==> config.mk <==
export PLATFORM = sky130hd
export DESIGN_NAME = sr_pulse_driver
export DESIGN_NICKNAME = d
export VERILOG_FILES = /design/src/rtl/sr_pulse_driver.sv
export SDC_FILE = /design/constraint.sdc
export NUM_CORES = 1
export LEC_CHECK = 0
export BUFFER_PORTS_ARGS = -buffer_cell sky130_fd_sc_hd__buf_4
export CORE_AREA = 2 2 69 98
export CTS_BUF_LIST = sky130_fd_sc_hd__clkbuf_8 sky130_fd_sc_hd__clkbuf_16
export CTS_CLUSTER_SIZE = 40
export DETAILED_ROUTE_END_ITERATION = 12
export DIE_AREA = 0 0 71 100
export HOLD_SLACK_MARGIN = 0.1
export PLACE_DENSITY = 0.54
export SYNTH_ARGS = -nofsm -noshare
export SYNTH_HDL_FRONTEND = slang
export SYNTH_SLANG_ARGS = --single-unit
export TNS_END_PERCENT = 20
==> constraint.sdc <==
create_clock -name CLK -period 3.91 [get_ports CLK]
set_input_delay 1.173 -clock CLK [delete_from_list [all_inputs] [get_ports CLK]]
set_output_delay 1.173 -clock CLK [all_outputs]
set_load 0.02 [all_outputs]
==> src/rtl/sr_pulse_driver.sv <==
// Turns two bouncy pushbuttons into clean, mutually exclusive S/R pulses for a downstream SR latch.
// Latency: a stable press gives S/R DEBOUNCE_CYCLES+4 edges later; no backpressure, presses queue one deep.
module sr_pulse_driver #(
  parameter int DEBOUNCE_CYCLES = 4,
  parameter int PULSE_CYCLES    = 2,
  parameter int CNT_W           = 8
) (
  input  logic CLK,
  input  logic RSTN,
  input  logic SET_BTN,
  input  logic RST_BTN,
  output logic S,
  output logic R,
  output logic BUSY,
  output logic CONFLICT
);

  localparam logic [CNT_W-1:0] DB_MAX     = CNT_W'(DEBOUNCE_CYCLES);
  localparam logic [CNT_W-1:0] PULSE_LAST = CNT_W'(PULSE_CYCLES - 1);

  typedef enum logic [1:0] {IDLE, PULSE_S, PULSE_R, GUARD} state_t;

  // Channel index 0 is the set button, index 1 the reset button.
  logic [1:0]       btn;
  logic [1:0]       sync1, sync2, db, db_q, press;
  logic [CNT_W-1:0] db_cnt [2];

  state_t           state, state_nxt;
  logic [CNT_W-1:0] pulse_cnt, pulse_cnt_nxt;
  logic             s_pend, r_pend, s_pend_nxt, r_pend_nxt;
  logic             s_req, r_req;
  logic             s_nxt, r_nxt, busy_nxt, conflict_nxt;

  assign btn = {RST_BTN, SET_BTN};

  always_ff @(posedge CLK or negedge RSTN) begin
    if (!RSTN) begin
      sync1     <= '0;
      sync2     <= '0;
      db        <= '0;
      db_q      <= '0;
      press     <= '0;
      db_cnt[0] <= '0;
      db_cnt[1] <= '0;
    end else begin
      sync1 <= btn;
      sync2 <= sync1;
      db_q  <= db;
      press <= db & ~db_q;
      for (int i = 0; i < 2; i++) begin
        if (sync2[i] != db[i]) begin
          if (db_cnt[i] == DB_MAX) begin
            db[i]     <= sync2[i];
            db_cnt[i] <= '0;
          end else begin
            db_cnt[i] <= db_cnt[i] + 1'b1;
          end
        end else begin
          db_cnt[i] <= '0;
        end
      end
    end
  end

  always_ff @(posedge CLK or negedge RSTN) begin
    if (!RSTN) begin
      state     <= IDLE;
      pulse_cnt <= '0;
      s_pend    <= 1'b0;
      r_pend    <= 1'b0;
      S         <= 1'b0;
      R         <= 1'b0;
      BUSY      <= 1'b0;
      CONFLICT  <= 1'b0;
    end else begin
      state     <= state_nxt;
      pulse_cnt <= pulse_cnt_nxt;
      s_pend    <= s_pend_nxt;
      r_pend    <= r_pend_nxt;
      S         <= s_nxt;
      R         <= r_nxt;
      BUSY      <= busy_nxt;
      CONFLICT  <= conflict_nxt;
    end
  end

  assign s_req = s_pend | press[0];
  assign r_req = r_pend | press[1];

  // GUARD dispatches pending work exactly as IDLE would, so a queued press
  // starts right after the single low guard cycle.
  always_comb begin
    state_nxt     = state;
    pulse_cnt_nxt = pulse_cnt;
    s_pend_nxt    = s_req;
    r_pend_nxt    = r_req;
    case (state)
      IDLE, GUARD: begin
        pulse_cnt_nxt = '0;
        if (r_req) begin
          state_nxt  = PULSE_R;
          r_pend_nxt = 1'b0;
        end else if (s_req) begin
          state_nxt  = PULSE_S;
          s_pend_nxt = 1'b0;
        end else begin
          state_nxt  = IDLE;
        end
      end
      PULSE_S, PULSE_R: begin
        if (pulse_cnt == PULSE_LAST) begin
          state_nxt     = GUARD;
          pulse_cnt_nxt = '0;
        end else begin
          pulse_cnt_nxt = pulse_cnt + 1'b1;
        end
      end
      default: begin
        state_nxt     = IDLE;
        pulse_cnt_nxt = '0;
      end
    endcase
  end

  always_comb begin
    s_nxt        = (state_nxt == PULSE_S);
    r_nxt        = (state_nxt == PULSE_R);
    busy_nxt     = (state_nxt != IDLE);
    conflict_nxt = press[0] & press[1];
  end

endmodule

==> reports/metrics.cfg <==
[run_status]
outcome = finished, final reports clean

[die]
start_util_pct = 28.7
die_w_um = 71
die_h_um = 100
rows = 35
coreArea_mm2 = 0.00635
dieArea_mm2 = 0.00710
num_io_pins = 8

[worst_setup_path]
endpoint_kind = primary output
worst_r2r_endpoint = db[0]
crit_fanout = 1
worstPathBufferInverterCount = 1
cpPeakStageDelay_ns = 0.37
cp_slowest_cell = dfrtp_1
start_kind = flip-flop
required_ns = 2.74
crit_type = reg2out
rr_startpoint = db_cnt[8]
critPathArrivalTime_ns = 0.82
critPathTopFamily = flip-flops
r2r_cells = 5
ff2ff_setup_slack_ns = 2.48
crit_path_cell_trace = buf_4

[placed_design]
hpwl_mm = 2.00
place.gp.congestion = 0.764
io_buffers = 7
dp_cells = 245

[timing]
timing.slew.headroom_pct = 65.3
hold_viol_final = 0
skew_ns = 0.00546
layout_min_cycle_time_ns = 1.99
setup-violations-final = 0
worst_pin_slew_ns = 0.521
min_period_over_period_pct = 50.9
finalSetupTns_ns = 0
drv_slew = 0
fmax_mhz = 502
rsz0062_at_grt = false

[power]
power.total_mw = 1.30
ir_drop_mv = 0.169
p_per_area_mw_per_mm2 = 632
power.leakage_nw = 0.881

[run]
drv_cap = 0

[routing]
postRouteAntennaNets = 0
viasPerCell = 4.76
drtIter0Drc = 54
wire_per_inst_um = 11.3
route.detailed.drc = 0
drt-pass1-iter-count = 4
drt_wl_total_mm = 2.85
vias = 1205

[grt]
grt_max_degree = 43
grt_util_met3_pct = 2.81
busiest_layer = met2
use_met2_pct = 15.8
grt_pass1_wl_mm = 5.12
first_global_vias = 1150
grt.overflow.total = 0
antenna_found_initial = 0
global_route.usage.met1_pct = 10.2
grt_use_total_pct = 9.23

[clock_network]
cts_tree = built
cts_hold_buf = 0
numClockSinks = 42
numCtsBuffers = 5
clk_pin_slew_ns = 0.08
clock_tree.root_cell = clkbuf_8
ctsLongestPathBuffers = 2
htree_levels = 2
insertion_delay_ns = 0.29
post-cts-setup-buffer-count = 0
cts_resized = 0

[layout]
fillers = 650
final_cells = 253
diodes = 0
regArea_mm2 = 0.00105
multi_input_area_um2 = 732
final_layout_size_suffix_gt1_share_pct = 16.2
layout_commonest_cell = dfrtp_1
mostFrequentLayoutCells = dfrtp_1 (42), nor2_1 (22), nand3_1 (14)
nNetsFinal = 188
synthToLayoutAreaGrowth_pct = 12.9

[logic_synthesis]
syn_area_mm2 = 0.00182
synth_nets = 175
synth_area_per_cell_um2 = 11.0
synth_largest_area_cell = dfrtp_1
synth-edff-count = 0
async_reset_ff_share_pct = 100
yosysWarnings = 0
yosysSeqAreaShare_pct = 57.7
synth_cells = 165
ys_types = 34
synth.area.top_cells = dfrtp_1 (58%), nor2_1 (4.5%), ha_1 (4.1%)
synth_top_area_share_pct = 57.7
synth_seq_cells = 42
ys.flop_type = dfrtp_1

[min_path]
min_from = sync1[1]
hold_path_end = sync2[1]
holdPathStages = 0
hold_path_class = reg2reg

[worst max-delay path by stage]
stage / start / to / slack (ns) / cells after the start
floorplan: BUSY / BUSY / 2.32 / 0
global placement: CONFLICT / CONFLICT / 2.25 / 1
detailed placement: R / R / 2.25 / 1
CTS: R / R / 1.91 / 1
global route: R / R / 1.89 / 1
finish: R / R / 1.92 / 1
[cells by family after synthesis]
group	Yosys count	share of synthesized area (%)
buf+inv	10	2.13
fa+ha+maj	6	4.12
xor+xnor	12	6.18
mux	2	1.24
compound gates	28	9.27
flops	42	57.7
simple gates	65	19.4
[per-layer routing]
metal / wire [µm] / share of wire (%) / vias to the layer above
li1: - / - / 596
met1: 1220 / 43 / 588
met2: 1470 / 51 / 13
met3: 87 / 3.1 / 8
met4: 74 / 2.6 / 0
met5: 0 / 0 / -
[report_power, final]
| part | switching, mW | internal (mW) |
|---|---|---|
| clock network | 0.148 | 0.142 |
| logic | 0.213 | 0.174 |
| registers | 0.0904 | 0.534 |
[final cells by class]
cell class	instances	area share [%]
Clock inverter	2	0.608
Sequential cell	42	51.1
Inverter	9	1.64
Clock buffer	6	4.01
Timing Repair Buffer	7	2.55
Multi-Input combinational cell	113	35.6
Tap cell	74	4.50
[flip-flops by register name, summed over array words and instances, names as in the netlist]
signal,cells
db,2
db_q,2
r_pend,1
db_cnt,16
pulse_cnt,8
state,2
R,1
CONFLICT,1
s_pend,1
sync2,2
press,2
S,1
sync1,2
BUSY,1
[synthesized netlist by cell type, drive strengths merged (2+ instances only)]
| master | n |
|---|---|
| and2 | 2 |
| inv | 9 |
| a31oi | 2 |
| nor2b | 2 |
| mux2 | 2 |
| o31ai | 2 |
| a21oi | 10 |
| nand3 | 14 |
| nand2 | 6 |
| a31o | 2 |
| xor2 | 6 |
| dfrtp | 42 |
| o21ai | 9 |
| xnor2 | 6 |
| nand4 | 3 |
| ha | 6 |
| nor2 | 22 |
| or3 | 8 |
[stage by stage]
stage	setup WS [ns]	area [µm²]	hold slack, ns	util [%]
final	1.92	2060	0.352	32.4
after global routing	1.89	2060	0.377	32.4
after CTS	1.91	2060	0.352	32.4
after detailed placement	2.25	1960	0.335	30.9
after global placement	2.25	1960	0.333	30.9
after floorplan	2.32	1820	0.331	-
No activity file was read; power rests on OpenSTA's default activity.
